$ cat config.mk
export PLATFORM = sky130hd
export DESIGN_NAME = fetch_unit
export DESIGN_NICKNAME = d
export VERILOG_FILES = /design/src/rtl/cpu_types_pkg.sv /design/src/rtl/fetch_unit.sv
export SDC_FILE = /design/constraint.sdc
export NUM_CORES = 1
export LEC_CHECK = 0
export CORE_UTILIZATION = 44
export DETAILED_ROUTE_END_ITERATION = 10
export HOLD_SLACK_MARGIN = 0.02
export PLACE_DENSITY = 0.72
export SETUP_SLACK_MARGIN = 0.3
export SYNTH_ARGS = -nofsm -noshare
export SYNTH_HDL_FRONTEND = slang
export SYNTH_SLANG_ARGS = --single-unit
$ cat constraint.sdc
create_clock -name CLK -period 4.03 [get_ports CLK]
set_input_delay 1.0075 -clock CLK [delete_from_list [all_inputs] [get_ports CLK]]
set_output_delay 1.0075 -clock CLK [all_outputs]
set_load 0.02 [all_outputs]
$ cat src/rtl/cpu_types_pkg.sv
// Shared CPU types for the fetch stage: machine word, fetch FSM states
// and the sequential PC increment.
package cpu_types_pkg;

  typedef logic [31:0] word_t;

  typedef enum logic [1:0] {
    RUN        = 2'd0,
    HOLD       = 2'd1,
    REDIR_PEND = 2'd2,
    HALTED     = 2'd3
  } fetch_state_t;

  localparam word_t PC_STEP = 32'd4;

endpackage

$ cat src/rtl/fetch_unit.sv
// Instruction-fetch stage: owns the PC, drives the I-cache request and
// feeds the IF/ID latch, absorbing ID stalls and redirects during misses.
module fetch_unit
  import cpu_types_pkg::*;
#(
  parameter int                WORD_W  = 32,
  parameter logic [WORD_W-1:0] PC_INIT = 32'h0000_0000
) (
  input  logic              CLK,
  input  logic              RST,
  input  logic              ihit,
  input  logic [WORD_W-1:0] imemload,
  output logic              iREN,
  output logic [WORD_W-1:0] imemaddr,
  input  logic              stall_id,
  input  logic              redirect,
  input  logic [WORD_W-1:0] redirect_pc,
  input  logic              halt,
  output logic              if_id_enable,
  output logic              if_id_flush,
  output logic [WORD_W-1:0] imemload_out,
  output logic [WORD_W-1:0] pcp4_out,
  output logic [WORD_W-1:0] pc_out
);

  fetch_state_t      r_state;
  logic [WORD_W-1:0] r_pc;
  logic [WORD_W-1:0] r_hold_word;
  logic [WORD_W-1:0] r_pend_pc;

  logic [WORD_W-1:0] w_tgt;
  logic [WORD_W-1:0] w_pcp4;

  assign w_tgt    = {redirect_pc[WORD_W-1:2], 2'b00};
  assign w_pcp4   = r_pc + WORD_W'(PC_STEP);
  assign imemaddr = r_pc;
  assign pc_out   = r_pc;
  assign pcp4_out = w_pcp4;

  // A redirect during a miss keeps the old address on the bus until the
  // cache returns, so the outstanding fill completes before the jump.
  always_ff @(posedge CLK) begin
    if (RST) begin
      r_state     <= RUN;
      r_pc        <= PC_INIT;
      r_hold_word <= {WORD_W{1'b0}};
      r_pend_pc   <= {WORD_W{1'b0}};
    end else begin
      case (r_state)
        RUN: begin
          if (halt) begin
            r_state <= HALTED;
          end else if (redirect) begin
            if (ihit) begin
              r_pc <= w_tgt;
            end else begin
              r_pend_pc <= w_tgt;
              r_state   <= REDIR_PEND;
            end
          end else if (ihit) begin
            if (stall_id) begin
              r_hold_word <= imemload;
              r_state     <= HOLD;
            end else begin
              r_pc <= w_pcp4;
            end
          end
        end
        HOLD: begin
          if (halt) begin
            r_state <= HALTED;
          end else if (redirect) begin
            r_hold_word <= {WORD_W{1'b0}};
            r_pc        <= w_tgt;
            r_state     <= RUN;
          end else if (!stall_id) begin
            r_pc    <= w_pcp4;
            r_state <= RUN;
          end
        end
        REDIR_PEND: begin
          if (halt) begin
            r_state <= HALTED;
          end else if (redirect) begin
            if (ihit) begin
              r_pc    <= w_tgt;
              r_state <= RUN;
            end else begin
              r_pend_pc <= w_tgt;
            end
          end else if (ihit) begin
            r_pc    <= r_pend_pc;
            r_state <= RUN;
          end
        end
        HALTED: begin
          r_state <= HALTED;
        end
        default: begin
          r_state <= RUN;
        end
      endcase
    end
  end

  // Latch controls and I-cache request decoded from state and inputs.
  always_comb begin
    iREN         = 1'b0;
    if_id_enable = 1'b0;
    if_id_flush  = 1'b0;
    imemload_out = (r_state == HOLD) ? r_hold_word : imemload;
    if (RST) begin
      iREN         = 1'b0;
      if_id_enable = 1'b0;
      if_id_flush  = 1'b0;
    end else begin
      case (r_state)
        RUN: begin
          iREN = 1'b1;
          if (halt) begin
            if_id_flush = 1'b0;
          end else if (redirect) begin
            if_id_flush = 1'b1;
          end else begin
            if_id_enable = ihit & ~stall_id;
          end
        end
        HOLD: begin
          if (halt) begin
            if_id_flush = 1'b0;
          end else if (redirect) begin
            if_id_flush = 1'b1;
          end else begin
            if_id_enable = ~stall_id;
          end
        end
        REDIR_PEND: begin
          iREN = 1'b1;
          if (halt) begin
            if_id_flush = 1'b0;
          end else begin
            if_id_flush = redirect;
          end
        end
        HALTED: begin
          iREN = 1'b0;
        end
        default: begin
          iREN = 1'b0;
        end
      endcase
    end
  end

endmodule

==> results of run 1 <==
-- power groups by stage --
stage | Combinational (uW) | Sequential, uW | Clock (uW)
after global routing | 3820 | 1340 | 999
after detailed placement | 3510 | 1320 | 0
after floorplan | 2280 | 1320 | 0
after global placement | 3480 | 1320 | 0
after CTS | 3530 | 1300 | 960
final | 3580 | 1320 | 952
-- tightest hold or removal path, delay by kind of cell (launching register included) --
kind	cells	cell delay [ns]
AO/OA/AOI/OAI	1	0.05
flip-flops	1	0.31
AND/OR/NAND/NOR	1	0.05
-- cells by family after synthesis --
family | after synthesis | share of synthesized area [%]
DFF | 96 | 26.6
and+or+nand+nor | 341 | 23.6
adders and majority gates | 5 | 0.867
xor gates and xnor gates | 31 | 3.76
buffers and inverters | 143 | 10.5
AOI/OAI and AO/OA | 276 | 25.1
muxes | 64 | 9.49
-- per-layer routing --
metal	up-vias	wire (um)	share of wire, %
met2	438	10800	44
met1	3606	9880	40
li1	3707	-	-
met4	2	803	3.3
met5	-	9	0.037
met3	57	2920	12
-- cell usage in the layout, fill, tap and decap left out, types with 6 or more instances in the layout --
master | Yosys | routed
dfxtp_2 | 0 | 9
o32ai_1 | 7 | 7
a211oi_1 | 9 | 9
o21ai_0 | 33 | 33
nor4_1 | 14 | 10
nand3b_1 | 32 | 32
o2bb2ai_1 | 7 | 7
buf_4 | 43 | 50
nor2_1 | 60 | 59
o221ai_1 | 6 | 6
xor2_1 | 13 | 13
a21oi_1 | 109 | 109
dfxtp_1 | 96 | 87
nand4_1 | 12 | 12
a31oi_1 | 11 | 11
mux2_2 | 35 | 35
mux2i_1 | 29 | 29
o211ai_1 | 7 | 7
a22oi_1 | 10 | 10
nor3_1 | 13 | 10
o22ai_1 | 12 | 12
a211o_1 | 8 | 8
nand2b_1 | 6 | 6
and3_1 | 10 | 10
clkbuf_16 | 0 | 9
nand3_1 | 24 | 24
xnor2_1 | 18 | 18
nand2_1 | 137 | 137
clkdlybuf4s50_1 | 0 | 188
inv_1 | 16 | 16
-- state kept, by name, summed over array words and instances (netlist names) --
| name | count |
|---|---|
| r_state | 2 |
| imemaddr | 32 |
| r_hold_word | 32 |
| r_pend_pc | 30 |
-- through the flow --
stage | hold slack, ns | instances | cell area, um2 | util (%) | worst slack [ns]
2_1_floorplan | 0.432 | 956 | 7210 | - | 0.465
3_3_place_gp | 0.439 | 1294 | 9160 | 57.4 | 0.264
3_5_place_dp | 0.445 | 1294 | 9160 | 57.4 | 0.271
4_1_cts | 0.455 | 1309 | 9490 | 59.5 | 0.248
5_1_grt | 0.468 | 1309 | 9550 | 59.9 | 0.238
6_report | 0.452 | 1310 | 9550 | 59.9 | 0.327
-- final timing paths --
kind	slack, ns	from	endpoint	depth (start not counted)
worst max-delay path	0.33	imemaddr[4]	pcp4_out[27]	6
worst min-delay path	0.45	r_pend_pc[4]	r_pend_pc[4]	2
worst min register to register	0.45	r_pend_pc[4]	r_pend_pc[4]	2
worst max register to register	1.25	r_state[0]	imemaddr[14]	7
-- layout make-up --
cell class | instances | share of cell area, %
inverter | 16 | 0.629
antenna | 1 | 0.0262
timing repair buffer | 249 | 24.8
sequential | 96 | 20.2
tap | 216 | 2.83
clock inverter | 5 | 0.852
clock buffer | 10 | 2.50
multi-input combinational | 717 | 48.1
==> impl_metrics.csv, run 1 <==
group,metric,value,unit
status,status,"completed",
grt,grt_max_degree,53,
grt,met2_usage,45.4,%
grt,grt_first_pass_wirelength,37800,um
run,cap_violations,0,
pwr,power.share.switching,45.6,%
clocking,postCtsResizedCells,8,
clocking,clock_path_buffers,2,
layout,fillers,1473,
route,wl_per_cell,18.6,um
worst_setup_path,cp_data_required_time,3.02,ns
sta,tns,0,ns
clocking,ctsHtreeMaxLevel,3,
pwr,clockPowerShare,16.3,%
worst_setup_path,cpMaxStageDelayCell,"clkdlybuf4s50_1",
clocking,root_buffer,"clkbuf_16",
synth,yosys-top-cells-area,"dfxtp_1 27%, a21oi_1 7.6%, nand2_1 7.1%",
pwr,vdd_drop_max,0.284,mV
place,finalWeightedCongestion,0.933,
place,io_buffers,198,
synth,synth_enable_flop_cells,0,
clocking,cts_buffers,9,
pwr,totalPowerFinal,5840,uW
sta,rsz0062_at_grt,"yes",
sta,setup_viol,0,
pwr,p_int,3180,uW
synth,ys_warn_count,0,
synth,syn_nets,1031,
sta,period_minus_slack,3.70,ns
pwr,combPwrFrac,61.2,%
sta,finClkSkew,0.0136,ns
synth,yosysSeqAreaShare,26.6,%
layout,fin_nets,1164,
route,drt_iter0_drc,830,
floorplanning,fp.dieW,130,um
clocking,cts_hold_buf,0,
clocking,post-cts-setup-buffers,0,
synth,yosysMostFrequentCell,"nand2_1",
synth,synthArstFlopShare,0,%
grt,grt_pass1_vias,6995,
synth,synthTopCellsByCount,"137 x nand2_1, 109 x a21oi_1, 96 x dfxtp_1",
synth,ys_seq_elements,96,
clocking,clock_sinks,96,
layout,seqCellArea,1930,um2
synth,postSynthCellCount,956,
worst_setup_path,cp-start-kind,"register",
worst_setup_path,endpoint_kind,"output port",
sta,finalHoldViolations,0,
worst_setup_path,criticalPathCategory,"reg -> out",
layout,multi_input_area,4590,um2
route,drt-total-wl,24400,um
min_path,min_path_type,"reg -> reg",
route,vias,7810,
floorplanning,initial_core_util,45.3,%
synth,syn_area_per_cell,7.55,um2
floorplanning,rows,46,
worst_setup_path,cp.arrival,2.70,ns
layout,area_growth,32.4,%
route,vias_per_cell,5.96,
sta,relSlewSlack,44.3,%
synth,synth_ff_type,"dfxtp_1",
place,dpl.hpwl,17200,um
clocking,clk_latency,0.36,ns
pwr,p_sw,2660,uW
synth,syn_area,7210,um2
route,antenna_left,0,
pwr,p_leak,0.00343,uW
route,drc,0,
floorplanning,die_y,130,um
clocking,clk_pin_slew,0.07,ns
grt,grtUsageMet3,8.24,%
synth,synth_top_area_share,26.6,%
sta,slew_violations,0,
grt,grt_usage,28.9,%
sta,max_freq,270,MHz
sta,finalCritPeriodShare,91.9,%
clocking,cts_tree,"yes",
worst_setup_path,path_buf_inv,2,
synth,synth_largest_area_cell,"dfxtp_1",
grt,antenna_found_initial,1,
layout,drive_gt1_share,13.0,%
worst_setup_path,crit_chain,"buf_4, and4_4, nand4_2, nor4_2, xor2_1, clkdlybuf4s50_1",
grt,grt_overflow_total,0,
grt,top_usage_layer,"met2",
floorplanning,die-area,16900,um2
route,drtPass1Iterations,8,
worst_setup_path,slowest_delay,0.62,ns
pwr,seq_power_share,22.5,%
grt,met1_usage,37.0,%
floorplanning,core_area,15900,um2
worst_setup_path,critPathMaxFanout,10,
pwr,pwr_density_cell,612,nW/um2
floorplanning,io_pins,201,
sta,tightest_slew,0.832,ns
worst_setup_path,critPathTopFamily,"simple AND/OR/NAND/NOR gates",
synth,synth.distinct_cells,77,
Note: power is estimated with default switching activity, not from simulation.
==> inputs of run 2 (changes only) <==
--- a/config.mk
+++ b/config.mk
@@ -5,10 +5,10 @@
 export SDC_FILE = /design/constraint.sdc
 export NUM_CORES = 1
 export LEC_CHECK = 0
-export CORE_UTILIZATION = 44
+export CORE_UTILIZATION = 40
 export DETAILED_ROUTE_END_ITERATION = 10
 export HOLD_SLACK_MARGIN = 0.02
-export PLACE_DENSITY = 0.72
+export PLACE_DENSITY = 0.67
 export SETUP_SLACK_MARGIN = 0.3
 export SYNTH_ARGS = -nofsm -noshare
 export SYNTH_HDL_FRONTEND = slang
==> impl_metrics.csv, run 2 (synthesis results as in run 1) <==
group,metric,value,unit
layout,fillers,1672,
pwr,seq_power_share,21.9,%
clocking,cts_hold_buf,0,
route,drt_iter0_drc,756,
place,place_area,9200,um2
pwr,pwr_density_cell,611,nW/um2
worst_setup_path,crit_chain,"buf_4, and4_4, nand4_4, nor4_2, buf_4, xor2_1, clkdlybuf4s50_1",
clocking,clock_sinks,96,
route,vias,7855,
sta,tns,0,ns
status,status,"completed",
sta,hold_ws,0.456,ns
worst_setup_path,slowest_delay,0.62,ns
pwr,power.share.switching,46.0,%
layout,fin_nets,1169,
pwr,vdd_drop_max,0.346,mV
layout,final_cell_mix,"192 x clkdlybuf4s50_1, 137 x nand2_1, 109 x a21oi_1",
worst_setup_path,cp_data_required_time,3.02,ns
clocking,clk_latency,0.36,ns
grt,grt_pass1_vias,7150,
clocking,root_buffer,"clkbuf_16",
route,vias_per_cell,5.93,
place,io_buffers,198,
route,drc,0,
worst_setup_path,critPathMaxFanout,9,
sta,tightest_slew,1.36,ns
grt,grt_first_pass_wirelength,39000,um
grt,antenna_found_initial,0,
floorplanning,rows,48,
sta,setup_viol,0,
sta,relSlewSlack,8.67,%
sta,period_minus_slack,3.63,ns
worst_setup_path,cpMaxStageDelayCell,"clkdlybuf4s50_1",
clocking,ctsHtreeMaxLevel,3,
pwr,totalPowerFinal,5860,uW
sta,rsz0062_at_grt,"yes",
sta,max_freq,275,MHz
floorplanning,die_y,136,um
worst_setup_path,cp.arrival,2.62,ns
clocking,cts_buffers,9,
pwr,p_sw,2700,uW
run,cap_violations,0,
worst_setup_path,path_common_cell,"buf_4",
layout,layout.cells.most_common,"clkdlybuf4s50_1",
pwr,p_leak,0.00342,uW
floorplanning,fp.dieW,136,um
pwr,combPwrFrac,62.6,%
route,drt-total-wl,25200,um
pwr,clockPowerShare,15.5,%
route,wl_per_cell,19.0,um
clocking,clk_pin_slew,0.07,ns
sta,finalHoldViolations,0,
route,antenna_left,0,
layout,drive_gt1_share,13.4,%
worst_setup_path,cp-start-kind,"register",
floorplanning,core_area,17500,um2
grt,grt_max_degree,66,
clocking,clock_path_buffers,2,
layout,fin_area,9580,um2
worst_setup_path,critPathTopFamily,"buffers and inverters",
grt,grt_overflow_total,0,
layout,area_growth,32.8,%
clocking,cts_tree,"yes",
worst_setup_path,criticalPathCategory,"reg -> out",
worst_setup_path,endpoint_kind,"output port",
pwr,p_int,3160,uW
sta,slew_violations,0,
place,dpl.hpwl,17400,um
layout,diodes,0,
sta,finClkSkew,0.0109,ns
floorplanning,initial_core_util,41.3,%
place,finalWeightedCongestion,0.891,
floorplanning,die-area,18600,um2
layout,utilization,54.8,%
min_path,min_path_type,"reg -> reg",
grt,grt_usage,27.1,%
floorplanning,io_pins,201,
sta,finalCritPeriodShare,90.1,%
worst_setup_path,path_buf_inv,3,
route,drtPass1Iterations,6,
## run 2: cell type report
cell class / count / area (um2) / share of cell area, %
multi-input cells: 717 / 4610 / 48.1
clock buffers: 13 / 260 / 2.72
inverters: 16 / 60.1 / 0.627
flip-flops and latches: 96 / 1930 / 20.2
well taps: 225 / 282 / 2.94
clock inverters: 3 / 40.0 / 0.418
repair buffers: 254 / 2390 / 25.0
## run 2: timing repair
action / in CTS / in global routing
endpoints found under the setup margin: 12 / 22
pin swaps: 0 / 0
buffers inserted: 0 / 0
gates resized for setup: 8 / 15
## run 2: metal layers
layer	track usage, %	routed length [um]
met5	0	0
met1	34.7	10200
met2	42.9	11200
met4	11.7	842
met3	6.94	2870
## run 2: worst register-to-register path, cell delays in order, from the launching register on
cell and delay, ns:
dfxtp_1 0.36, inv_1 0.10, ha_1 0.43, nor2b_1 0.21, o31ai_1 1.11, a221oi_1 0.20, a2111oi_0 0.43
## run 2: path summary, 6_finish.rpt
check	start	slack (ns)	endpoint	cells past startpoint
min	r_hold_word[16]	0.46	r_hold_word[16]	2
min reg2reg	r_hold_word[16]	0.46	r_hold_word[16]	2
max reg2reg	r_state[0]	1.05	imemaddr[11]	6
max	imemaddr[3]	0.40	pcp4_out[29]	7
## run 2: per-stage QoR
| step | cells | worst slack [ns] |
|---|---|---|
| floorplan | 956 | 0.465 |
| global placement | 1308 | 0.266 |
| detailed placement | 1308 | 0.266 |
| CTS | 1324 | 0.301 |
| global route | 1324 | 0.256 |
| finish | 1324 | 0.398 |
## run 2: power groups by stage
stage	clock network, uW	registers (uW)	logic [uW]
finish	910	1280	3670
global route	957	1300	3920
floorplan	0	1320	2280
CTS	928	1270	3620
global placement	0	1280	3580
detailed placement	0	1290	3600
